File: config.mk
export PLATFORM = sky130hd
export DESIGN_NAME = wb_stage
export DESIGN_NICKNAME = d
export VERILOG_FILES = /design/src/rtl/wb_stage.sv
export SDC_FILE = /design/constraint.sdc
export NUM_CORES = 1
export LEC_CHECK = 0
export BUFFER_PORTS_ARGS = -buffer_cell sky130_fd_sc_hd__buf_2
export CAP_MARGIN = 30
export CORE_MARGIN = 4
export CORE_UTILIZATION = 34
export DETAILED_ROUTE_END_ITERATION = 6
export GPL_TIMING_DRIVEN = 0
export MAX_ROUTING_LAYER = met4
export PLACE_DENSITY = 0.66
export SLEW_MARGIN = 15
export SYNTH_ARGS = -nofsm -noshare
export SYNTH_HDL_FRONTEND = slang
export SYNTH_SLANG_ARGS = --single-unit
File: constraint.sdc
create_clock -name clk -period 3 [get_ports clk]
set_input_delay 0.15 -clock clk [delete_from_list [all_inputs] [get_ports clk]]
set_output_delay 0.15 -clock clk [all_outputs]
set_load 0.005 [all_outputs]
File: src/rtl/wb_stage.sv
// rtl/wb_stage.sv - Writeback stage register, DstData select and RUN/HALTED control.
// Optional retire counter enabled by WB_RETIRE_CNT_EN.
module wb_stage (
  input  logic        clk,
  input  logic        rst,
  input  logic        mem_valid,
  input  logic        mem_regwrite,
  input  logic        mem_memtoreg,
  input  logic        mem_llb,
  input  logic        mem_lhb,
  input  logic        mem_halt,
  input  logic [3:0]  mem_dst,
  input  logic [15:0] mem_alu_out,
  input  logic [15:0] mem_rdata,
  input  logic [7:0]  mem_imm8,
  input  logic        stall,
  input  logic        flush,
  output logic [3:0]  DstReg,
  output logic        WriteReg,
  output logic [15:0] DstData,
  output logic        llb,
  output logic        lhb,
  output logic        wb_valid,
`ifdef WB_RETIRE_CNT_EN
  output logic [15:0] retire_cnt,
`endif
  output logic        halt
);

  localparam logic [0:0] RUN    = 1'b0;
  localparam logic [0:0] HALTED = 1'b1;

  typedef struct packed {
    logic        valid;
    logic        regwrite;
    logic        memtoreg;
    logic        llb;
    logic        lhb;
    logic        halt_i;
    logic [3:0]  dst;
    logic [15:0] alu_out;
    logic [15:0] rdata;
    logic [7:0]  imm8;
  } wb_t;

  wb_t        wb_q, wb_d;
  logic [0:0] state_q, state_d;
  logic       load;

  // Only RUN may change the register; HALTED freezes it until reset.
  assign load = (state_q == RUN) && !flush && !stall;

  always_comb begin
    wb_d    = wb_q;
    state_d = state_q;
    if (state_q == RUN) begin
      if (flush) begin
        wb_d = '0;
      end else if (!stall) begin
        wb_d.valid    = mem_valid;
        wb_d.regwrite = mem_regwrite;
        wb_d.memtoreg = mem_memtoreg;
        wb_d.llb      = mem_llb;
        wb_d.lhb      = mem_lhb;
        wb_d.halt_i   = mem_halt;
        wb_d.dst      = mem_dst;
        wb_d.alu_out  = mem_alu_out;
        wb_d.rdata    = mem_rdata;
        wb_d.imm8     = mem_imm8;
        // Halting as the halt instruction enters WB keeps its write suppressed.
        if (mem_valid && mem_halt) begin
          state_d = HALTED;
        end
      end
    end
  end

  always_ff @(posedge clk) begin
    if (!rst) begin
      wb_q    <= '0;
      state_q <= RUN;
    end else begin
      wb_q    <= wb_d;
      state_q <= state_d;
    end
  end

`ifdef WB_RETIRE_CNT_EN
  logic [15:0] cnt_q, cnt_d;

  always_comb begin
    cnt_d = cnt_q;
    if (load && mem_valid && (cnt_q != 16'hFFFF)) begin
      cnt_d = cnt_q + 16'd1;
    end
  end

  always_ff @(posedge clk) begin
    if (!rst) begin
      cnt_q <= 16'h0000;
    end else begin
      cnt_q <= cnt_d;
    end
  end

  assign retire_cnt = cnt_q;
`else
  logic unused_load;
  assign unused_load = load;
`endif

  always_comb begin
    if (wb_q.llb) begin
      DstData = {8'h00, wb_q.imm8};
    end else if (wb_q.lhb) begin
      DstData = {wb_q.imm8, 8'h00};
    end else if (wb_q.memtoreg) begin
      DstData = wb_q.rdata;
    end else begin
      DstData = wb_q.alu_out;
    end
  end

  assign DstReg   = wb_q.dst;
  assign WriteReg = wb_q.valid & wb_q.regwrite & (wb_q.dst != 4'h0) & (state_q == RUN);
  assign llb      = wb_q.valid & wb_q.llb;
  assign lhb      = wb_q.valid & wb_q.lhb & ~wb_q.llb;
  assign wb_valid = wb_q.valid;
  assign halt     = (state_q == HALTED);

endmodule

### After elaboration in Yosys (flattened, before gate mapping)

Cells that the tools add are included.

* flip-flop bits (word level): 50
* output and inout port bits: 25
* word-level logic and storage cells: 31

* eq/ne operators: 1
* mux-type cells: 9
* bitwise operators: 8
* reduce and logical (&&, ||, !) cells: 3

Operators by type and width (number)
* $mux 50: 2
* $mux 16: 3
* $and 1x1->1: 6
* $mux 1: 4
* $reduce_bool 4->1: 1
* $ne 2x1->1 const B: 1
* $not 1->1: 2
* $reduce_and 2->1: 1
* $logic_and 1x1->1: 1

### Logic depth before layout (Yosys ltp)

Gate-level depths: netlist of the first run.

* depth after elaboration: 5
* depth in mapped cells: 5
* gate-level depth less buffers: 3

### Worst setup path before layout of the first run

OpenSTA, ideal clock, no wires.

* path type: register to output
* start point: register wb_q[45] in the netlist's numbering
* end point: output DstData[0]
* arrival time: 1.054 ns
* setup slack: 1.796 ns
* cell stages (with the launch flop): 5
* buffers on the path: 2
* path through: dfxtp_1 buf_2 or2_2 clkbuf_1 o21ai_0

* longest elaborated chain between the ends: 2

RTL lines
* from (decl): RTL line 46 `wb_t wb_q, wb_d;`
* from (signal assigned): RTL line 83 `wb_q <= wb_d;`
* $mux 16: RTL line 115 `end else if (wb_q.lhb) begin`
* $mux 16: RTL line 113 `if (wb_q.llb) begin`
* to (decl): RTL line 20 `output logic [15:0] DstData,`

No other way between the ends.

### Worst setup path after layout of the first run

* start point: register wb_q[45] in the netlist's numbering
* end point: output DstData[6]

The elaborated chain is that of the path after synthesis.

==> results of run 1 <==
flip-flops by register name, summed over array words and instances, names as in the netlist:
name	flops
DstReg	4
halt	1
wb_q	44
wb_valid	1
how the worst min path moves through the flow:
stage / start / to / slack [ps] / depth (start not counted)
3_5_place_dp: mem_rdata[8] / wb_q[16] / 420 / 3
3_3_place_gp: mem_rdata[11] / wb_q[19] / 420 / 3
6_report: mem_alu_out[14] / wb_q[38] / 100 / 3
5_1_grt: mem_imm8[5] / wb_q[5] / 100 / 3
4_1_cts: mem_rdata[8] / wb_q[16] / 100 / 3
2_1_floorplan: mem_rdata[4] / wb_q[12] / 310 / 2
per-layer routing:
metal  routed length (um)  part of all wire, %
met1                 3710                   46
met2                 3770                   47
met3                  469                  5.8
met4                   70                 0.87
met5                    0                    0
through the flow:
step                area (um^2)  hold WS (ps)  utilization, %
floorplan                  2610           306               -
global placement           3120           419            42.4
detailed placement         3120           422            42.4
CTS                        3200           101            43.4
global route               3200           103            43.4
finish                     3200          99.2            43.4
cell usage in the layout (no fill, tap or decap):
cell type,instances
buf_2,84
nor4_1,1
and2_1,1
mux2i_1,16
buf_6,2
a31o_2,1
nor3_1,1
and4b_1,1
nor2b_1,9
o21ai_0,54
or2_2,1
or2_4,1
nand2_1,17
o211ai_1,48
nor2b_2,1
o21ai_1,10
buf_1,1
a31oi_1,1
clkbuf_8,5
clkbuf_1,28
buf_4,7
and3b_1,1
dfxtp_1,50
nand3b_1,48
nor2_1,1
layout make-up:
type / instances / area [um^2] / area share, %
Buffer: 43 / 211 / 6.61
Multi-Input combinational cell: 213 / 1400 / 43.8
Timing Repair Buffer: 77 / 385 / 12.1
Clock buffer: 7 / 76.3 / 2.39
Sequential cell: 50 / 1000 / 31.3
Tap cell: 99 / 124 / 3.87
report_power, final:
group          switching [mW]  total, mW  internal (mW)
clock                   0.215      0.376          0.161
sequential             0.0213      0.717          0.696
combinational           0.127      0.225         0.0981
logic make-up (layout without fill, tap and decap cells):
family,Yosys count,in the layout,share of synthesized area (%)
compound gates,114,114,26.6
buf+inv,43,127,8.09
flops,50,50,38.3
mux,16,16,6.13
simple gates,83,83,20.8
critical path, cell delays in order (launching register included):
cell      delay, ps
dfxtp_1         300
buf_2           170
or2_2           300
clkbuf_1        230
o21ai_0         300
buf_2           170
==> results.md, run 1 <==
- Top FF cell, synth: dfxtp_1
- Initial drt markers: 178
- Reg2reg path depth: 4
- Mapped Cells: between 300 and 400
- Ys async rst share: 0%
- Crit path DAT: 1790 ps
- Busiest grt layer: met2
- Die Width: 95.7 um
- Pin count of the biggest net entering global routing: 14
- Final hold violation count: 0
- Final wirelength: 8020 um
- Register area share after synthesis: 38.3%
- Via/cell ratio: between 5 and 6
- Placed Cells: 482
- End point of the critical path: DstData[6]
- Reg clk slew, reported paths: 90 ps
- H-tree depth: 2
- Max-slew headroom: 63.7%
- Met1 usage: 25.8%
- Initial Util: 35.4%
- Worst-path fanout max: 10
- Num CTS Buffers: 5
- Setup violators final: 0
- Reg2reg start: halt
- Core area: 7370 um^2
- Routability cong.: 0.828
- # rows: 31
- CTS tree: built
- CTS max path bufs: 2
- Max-slew violations: 0
- Startpoint types: register
- DRT Pass-1 Iters: 4
- Final Skew: 6.76 ps
- Layout area overhead: 22.4%
- Max cap viols: 0
- Leakage: 1.20 nW
- RSZ-0062 raised after global routing: no
- Met3 usage: 2.60%
- DRC viols: 0
- Worst Path Required: 2850 ps
- Largest cells by area after synthesis: dfxtp_1 38%, nand3b_1 14%, o211ai_1 14%, o21ai_0 10%, mux2i_1 6.1%
- Final Total Pwr: about 1.3 mW
- Reg2reg end: wb_q[34]
- Ant diodes: 0
- Slew @ Worst Pin: about 540 ps
- Post-Syn Nets: 360
- Share of layout cells above drive strength 1: 26.2%
- CTS resizes: 0
- Worst VDD drop: 166 uV
- Crit path time final: 1940 ps
- Top cells by count, synth: 54 x o21ai_0, 50 x dfxtp_1, 48 x nand3b_1, 48 x o211ai_1, 26 x clkbuf_1
- Worst hold-check path type: in2reg
- Clk_lat worst skew: 300 ps
- Top-count cell post-synth: o21ai_0
- Routed len/inst: 16.4 um
- IO buf count: 77
- Worst R2R Setup Slack: 1530 ps
- Initial antenna violation count: 0
- Met2 GRT Util: 28.3%
- GRT Total Usage: 18.4%
- Fin crit share: 64.7%
- Setup TNS: 0 ps
- Antenna Nets Post-Route: 0
- Total global routing overflow: 0
- Post-place setup slack: 1430 ps
- Synth unique cells: 24
- Vias in the first global route: between 2k and 2.5k
- Final net count: 444
- HPWL after DPL: between 5000 and 6000 um
- IO Pins: 79
- EDFF count, synth: 0
- Non-Filler Instances: between 400 and 500
- Root buf cell: clkbuf_8
- Power per cell area: 412 nW/um^2
- Top cell type's share of synthesized area: 38.3%
- Die area: 9150 um^2
- Setup crit end kind: output pin
- CP startpoint: wb_q[45]
- Area leader, netlist: dfxtp_1
- CP Class: reg2out
- Fmax: 516 MHz
- Fillers: approximately 800
- Number of post-CTS setup repair buffers: 0
- Total number of vias: 2592
- First-pass GRT wire length: roughly 13000 um
- Synth Area per Inst: 8.54 um^2
- Die Ht: 95.7 um
- Area of the mapped netlist: 2610 um^2
- Cts hold-fix bufs: 0
- Status: complete, no violations
- Clock tree sinks: 50
- Synth warn: 0
- Final worst setup slack: approximately 1100 ps
- #FFs+latches synth: 50
Note: power is estimated with default switching activity, not from simulation.
==> run 2, diff against run 1 <==
--- a/config.mk
+++ b/config.mk
@@ -5,6 +5,7 @@
 export SDC_FILE = /design/constraint.sdc
 export NUM_CORES = 1
 export LEC_CHECK = 0
+export ABC_AREA = 1
 export BUFFER_PORTS_ARGS = -buffer_cell sky130_fd_sc_hd__buf_2
 export CAP_MARGIN = 30
 export CORE_MARGIN = 4
==> constraint.sdc (replaced) <==
create_clock -name clk -period 1.85 [get_ports clk]
set_input_delay 0.0925 -clock clk [delete_from_list [all_inputs] [get_ports clk]]
set_output_delay 0.0925 -clock clk [all_outputs]
set_load 0.005 [all_outputs]
==> results.md, run 2 <==
- Slowest stage delay, CP: 350 ps
- Cell Chain, Critical Path: nor2_2, buf_2, o21ai_0, o21ai_0, buf_2
- Root buf cell: clkbuf_8
- IO Pins: 79
- DRC viols: 0
- Worst hold-check path type: in2reg
- Ant diodes: 0
- Final Total Pwr: 2.57 mW
- Initial Util: 35.6%
- CTS tree: built
- CP max stage cell: dfxtp_1
- Synth Area per Inst: about 6.0 um^2
- Leakage: 1.79 nW
- WP buf/inv: 2
- Crit path max-delay family: buffers and inverters
- Area of the mapped netlist: 2630 um^2
- Worst Path Required: 1760 ps
- Worst VDD drop: slightly below 300 uV
- Layout area overhead: 23.8%
- DRT Pass-1 Iters: 4
- # rows: 31
- Largest reg by FF count: wb_q
- Placed Cells: 613
- Register area share after synthesis: 38.1%
- Startpoint types: register
- Synth warn: 0
- Max-slew violations: 0
- Total global routing overflow: 0
- Status: finished, violations left
- Worst-path fanout max: 10
- Antenna Nets Post-Route: 0
- Crit path DAT: 1790 ps
- #FFs+latches synth: 50
- Post-Syn Nets: 491
- Die Width: 95.9 um
- Clock tree sinks: 50
- Final Util: between 40% and 50%
- Reg clk slew, reported paths: 100 ps
- Largest cells by area after synthesis: dfxtp_1 38%, nor2_1 19%, nand2_1 17%, nand3_1 7.1%, o21ai_0 5.7%
- First-pass GRT wire length: 12200 um
- Die Ht: 95.9 um
- Via/cell ratio: approximately 4.6
- Fmax: 531 MHz
- WHS: 58.9 ps
- Num CTS Buffers: 5
- CTS max path bufs: 2
- HPWL after DPL: 5890 um
- Placed Area: around 3100 um^2
- Leading cell type in the layout, fill and taps excluded: nor2_1
- GRT Total Usage: between 15 and 20%
- Mapped Cells: 437
- Slew @ Worst Pin: 623 ps
- Core area: about 7400 um^2
- Top FF cell, synth: dfxtp_1
- H-tree depth: 2
- Final wirelength: around 7500 um
- Final net count: between 500 and 600
- Power per cell area: 792 nW/um^2
- Share of layout cells above drive strength 1: about 22%
- Synth unique cells: 18
- M1 WL: 3530 um
- Top cell type's share of synthesized area: 38.1%
- Ys async rst share: 0%
- Top-count cell post-synth: nor2_1
- Final worst setup slack: -33.3 ps
- Setup violators final: 1
- Non-Filler Instances: 619
- Clk_lat worst skew: 310 ps
- Routed len/inst: ~12 um
- RSZ-0062 raised after global routing: yes
- Max reg flops: 44
- Routability cong.: 0.856
- Area leader, netlist: dfxtp_1
- Vias in the first global route: 2663
- Max-slew headroom: between 50% and 60%
- Pin count of the biggest net entering global routing: 18
- Failing checks: setup timing
- Initial drt markers: 137
- CP Class: reg2out
- EDFF count, synth: 0
- Die area: just over 9000 um^2
- Total number of vias: 2818
- DR top layer: met4
- Setup crit end kind: output pin
- Top cells by count, synth: 131 x nor2_1, 118 x nand2_1, 50 x dfxtp_1
- Number of post-CTS setup repair buffers: 0
- Max cap viols: 0
- IO buf count: 77
- Crit path time final: 1880 ps
- Final Cell Area: 3250 um^2
- Routed wl met3: between 400 and 500 um
- Final hold violation count: 0
- Initial antenna violation count: 0
- Fin crit share: 102%
- Leading cell types in the layout, fill and taps excluded: 130 x nor2_1, 118 x nand2_1, 89 x buf_2
- DR WL met2: 3390 um
- Final Skew: between 10 and 15 ps
run 2: cell type report:
type | instances | area, um^2
fill | 844 | 4120
multi-input combinational | 323 | 1330
sequential | 50 | 1000
timing repair buffer | 77 | 385
buffer | 30 | 174
tap | 99 | 124
inverter | 32 | 120
clock buffer | 5 | 68.8
clock inverter | 3 | 47.5
run 2: worst reg2reg max path: cells and delay by family (launching register included):
kind	cells	cell delay, ps
buffers and inverters	3	720
AND/OR/NAND/NOR	3	230
flip-flops	1	360
run 2: what timing repair did:
item	4_1_cts	5_1_grt
endpoints found under the setup margin	13	9
hold buffers	0	0
gates resized for setup	3	3
run 2: path summary, 6_finish.rpt:
check | slack [ps] | from | to | cells past startpoint
worst max register to register | 450 | halt | wb_q[38] | 6
worst max-delay path | -30 | wb_q[45] | DstData[6] | 5
worst min register to register | 490 | wb_q[36] | wb_q[36] | 2
worst min-delay path | 60 | mem_halt | halt | 3
run 2: through the flow:
step                setup WS, ps  setup TNS [ps]
global placement             134               0
finish                     -33.3           -33.3
floorplan                    666               0
CTS                         21.2               0
global route               -69.4            -218
detailed placement           133               0
run 2: metal layers:
metal  track usage, %  up-vias
li1                 -     1494
met1             22.7     1220
met2             28.1       91
met3             3.52       13
met4             3.91        0
met5                -        -
run 2: report_power, final:
group	leakage [nW]	switching, mW	internal, mW
logic	1.32	0.325	0.232
registers	0.414	0.0574	1.16
clock network	0.0587	0.389	0.410
total	1.79	0.771	1.80
run 2: logic make-up (layout without fill, tap and decap cells):
group                  count (synthesis)  count (layout)  share of synthesized area, %
AO/OA/AOI/OAI                         33              33                          6.91
buffers and inverters                 64             147                          11.4
flip-flops                            50              50                          38.1
AND/OR/NAND/NOR                      290             290                          43.6
==> run 3, diff against run 2 <==
--- a/config.mk
+++ b/config.mk
@@ -14,6 +14,7 @@
 export GPL_TIMING_DRIVEN = 0
 export MAX_ROUTING_LAYER = met4
 export PLACE_DENSITY = 0.66
+export RECOVER_POWER = 50
 export SLEW_MARGIN = 15
 export SYNTH_ARGS = -nofsm -noshare
 export SYNTH_HDL_FRONTEND = slang
==> results.md, run 3 (synthesis results as in run 2) <==
- Status: finished, violations left
- Failing checks: setup timing
- Reg2reg start: halt
- Crit path max-delay family: buffers and inverters
- Final wirelength: around 7500 um
- Clk_lat worst skew: 310 ps
- Hold Crit Start: mem_halt
- Slowest stage delay, CP: 350 ps
- Routability cong.: 0.856
- Final Cell Area: 3240 um^2
- WP buf/inv: 2
- Worst-path fanout max: 10
- First-pass GRT wire length: 12200 um
- Cell Chain, Critical Path: nor2_2, buf_2, o21ai_0, o21ai_0, buf_2
- Reg area: 1000 um^2
- Fin crit share: 103%
- Worst VDD drop: 297 uV
- Initial drt markers: 138
- Leading cell type in the layout, fill and taps excluded: nor2_1
- Leading cell types in the layout, fill and taps excluded: 130 x nor2_1, 119 x nand2_1, 85 x buf_2
- Root buf cell: clkbuf_8
- Antenna Nets Post-Route: 0
- HPWL after DPL: 5890 um
- Final worst setup slack: -58.5 ps
- Placed Area: between 3000 and 4000 um^2
- Clock tree sinks: 50
- Largest reg by FF count: wb_q
- Worst Path Required: 1760 ps
- DRC viols: 0
- Final Total Pwr: about 2.6 mW
- Total global routing overflow: 0
- Final Skew: 14.9 ps
- Core area: ~7400 um^2
- Ant diodes: 0
- Hold Path Depth: 3
- Crit path DAT: 1820 ps
- # rows: 31
- CP startpoint: wb_q[45]
- Slew @ Worst Pin: between 600 and 700 ps
- Worst R2R Setup Slack: 400 ps
- Initial antenna violation count: 0
- Setup violators final: 1
- Pin count of the biggest net entering global routing: 18
- CTS tree: built
- Die Width: 95.9 um
- Max-slew headroom: about 57%
- RSZ-0062 raised after global routing: yes
- Die area: 9190 um^2
- Power per cell area: 793 nW/um^2
- CP max stage cell: dfxtp_1
- Reg2reg path depth: 6
- Worst hold-check path type: in2reg
- Max cap viols: 0
- Area taken by multi-input logic gates: 1330 um^2
- Setup crit end kind: output pin
- Max reg flops: 44
- Routed len/inst: ~12 um
- Layout area overhead: 23.5%
- Reg2reg end: wb_q[34]
- Post-place setup slack: 133 ps
- Fmax: 524 MHz
- Fillers: 848
- H-tree depth: 2
- Initial Util: 35.6%
- Vias in the first global route: 2663
- IO Pins: 79
- Max-slew violations: 0
- Cts hold-fix bufs: 0
- Sink of the worst hold path: halt
- Crit path time final: 1910 ps
- Num CTS Buffers: 5
- Total number of vias: 2810
- Final net count: 573
- Die Ht: between 90 and 100 um
- GRT Total Usage: 17.5%
- Final hold violation count: 0
- Leakage: around 1.8 nW
- DRT Pass-1 Iters: 4
- Setup TNS: -58.5 ps
- Reg clk slew, reported paths: 100 ps
- Share of layout cells above drive strength 1: 20.6%
- CTS max path bufs: 2
- Via/cell ratio: 4.54
- Startpoint types: register
- IO buf count: 77
- CP Class: reg2out
==> run 3: worst max-delay path by stage <==
stage / end / slack, ps / cells after the start
finish: DstData[6] / -60 / 5
global route: DstData[6] / -70 / 5
CTS: DstData[6] / 20 / 5
detailed placement: DstData[4] / 130 / 5
global placement: DstData[8] / 130 / 5
floorplan: wb_q[13] / 670 / 6
==> run 3: cell type report <==
| cell class | instances | share of cell area (%) |
|---|---|---|
| buffer | 30 | 5.29 |
| multi-input combinational | 323 | 40.9 |
| inverter | 32 | 3.71 |
| sequential | 50 | 30.9 |
| clock inverter | 3 | 1.47 |
| timing repair buffer | 77 | 11.8 |
| tap | 99 | 3.82 |
| clock buffer | 5 | 2.12 |
==> run 3: where the power goes <==
part | switching (mW) | leakage (nW) | internal (mW) | total [mW]
logic | 0.325 | 1.30 | 0.230 | 0.555
registers | 0.0571 | 0.414 | 1.16 | 1.22
clock network | 0.389 | 0.0587 | 0.410 | 0.799
total | 0.771 | 1.77 | 1.80 | 2.57
==> run 3: metal layers <==
layer	track usage, %	vias up	wire length, um
li1	-	1493	-
met1	22.7	1214	3490
met2	28.1	90	3370
met3	3.52	13	475
met4	3.91	0	129
met5	-	-	0
==> run 3: timing repair <==
item / 4_1_cts / 5_1_grt
buffers inserted: 0 / 0
setup endpoints to repair: 13 / 9
endpoints found under the hold margin: 0 / 0
gates resized for setup: 3 / 3
==> run 3: worst register-to-register path, stage by stage (launching register included) <==
cell      delay [ps]
dfxtp_1          420
inv_1             90
nand2_1          230
clkbuf_1         380
nand2_1          110
nand2_1           70
nor2_1            40
==> run 3: stage by stage <==
step	instances	util (%)	hold WS [ps]
after floorplan	437	-	261
after global placement	613	42.5	388
after detailed placement	613	42.5	390
after CTS	620	44.1	52.1
after global routing	619	44.0	90.9
final	619	44.0	59.1
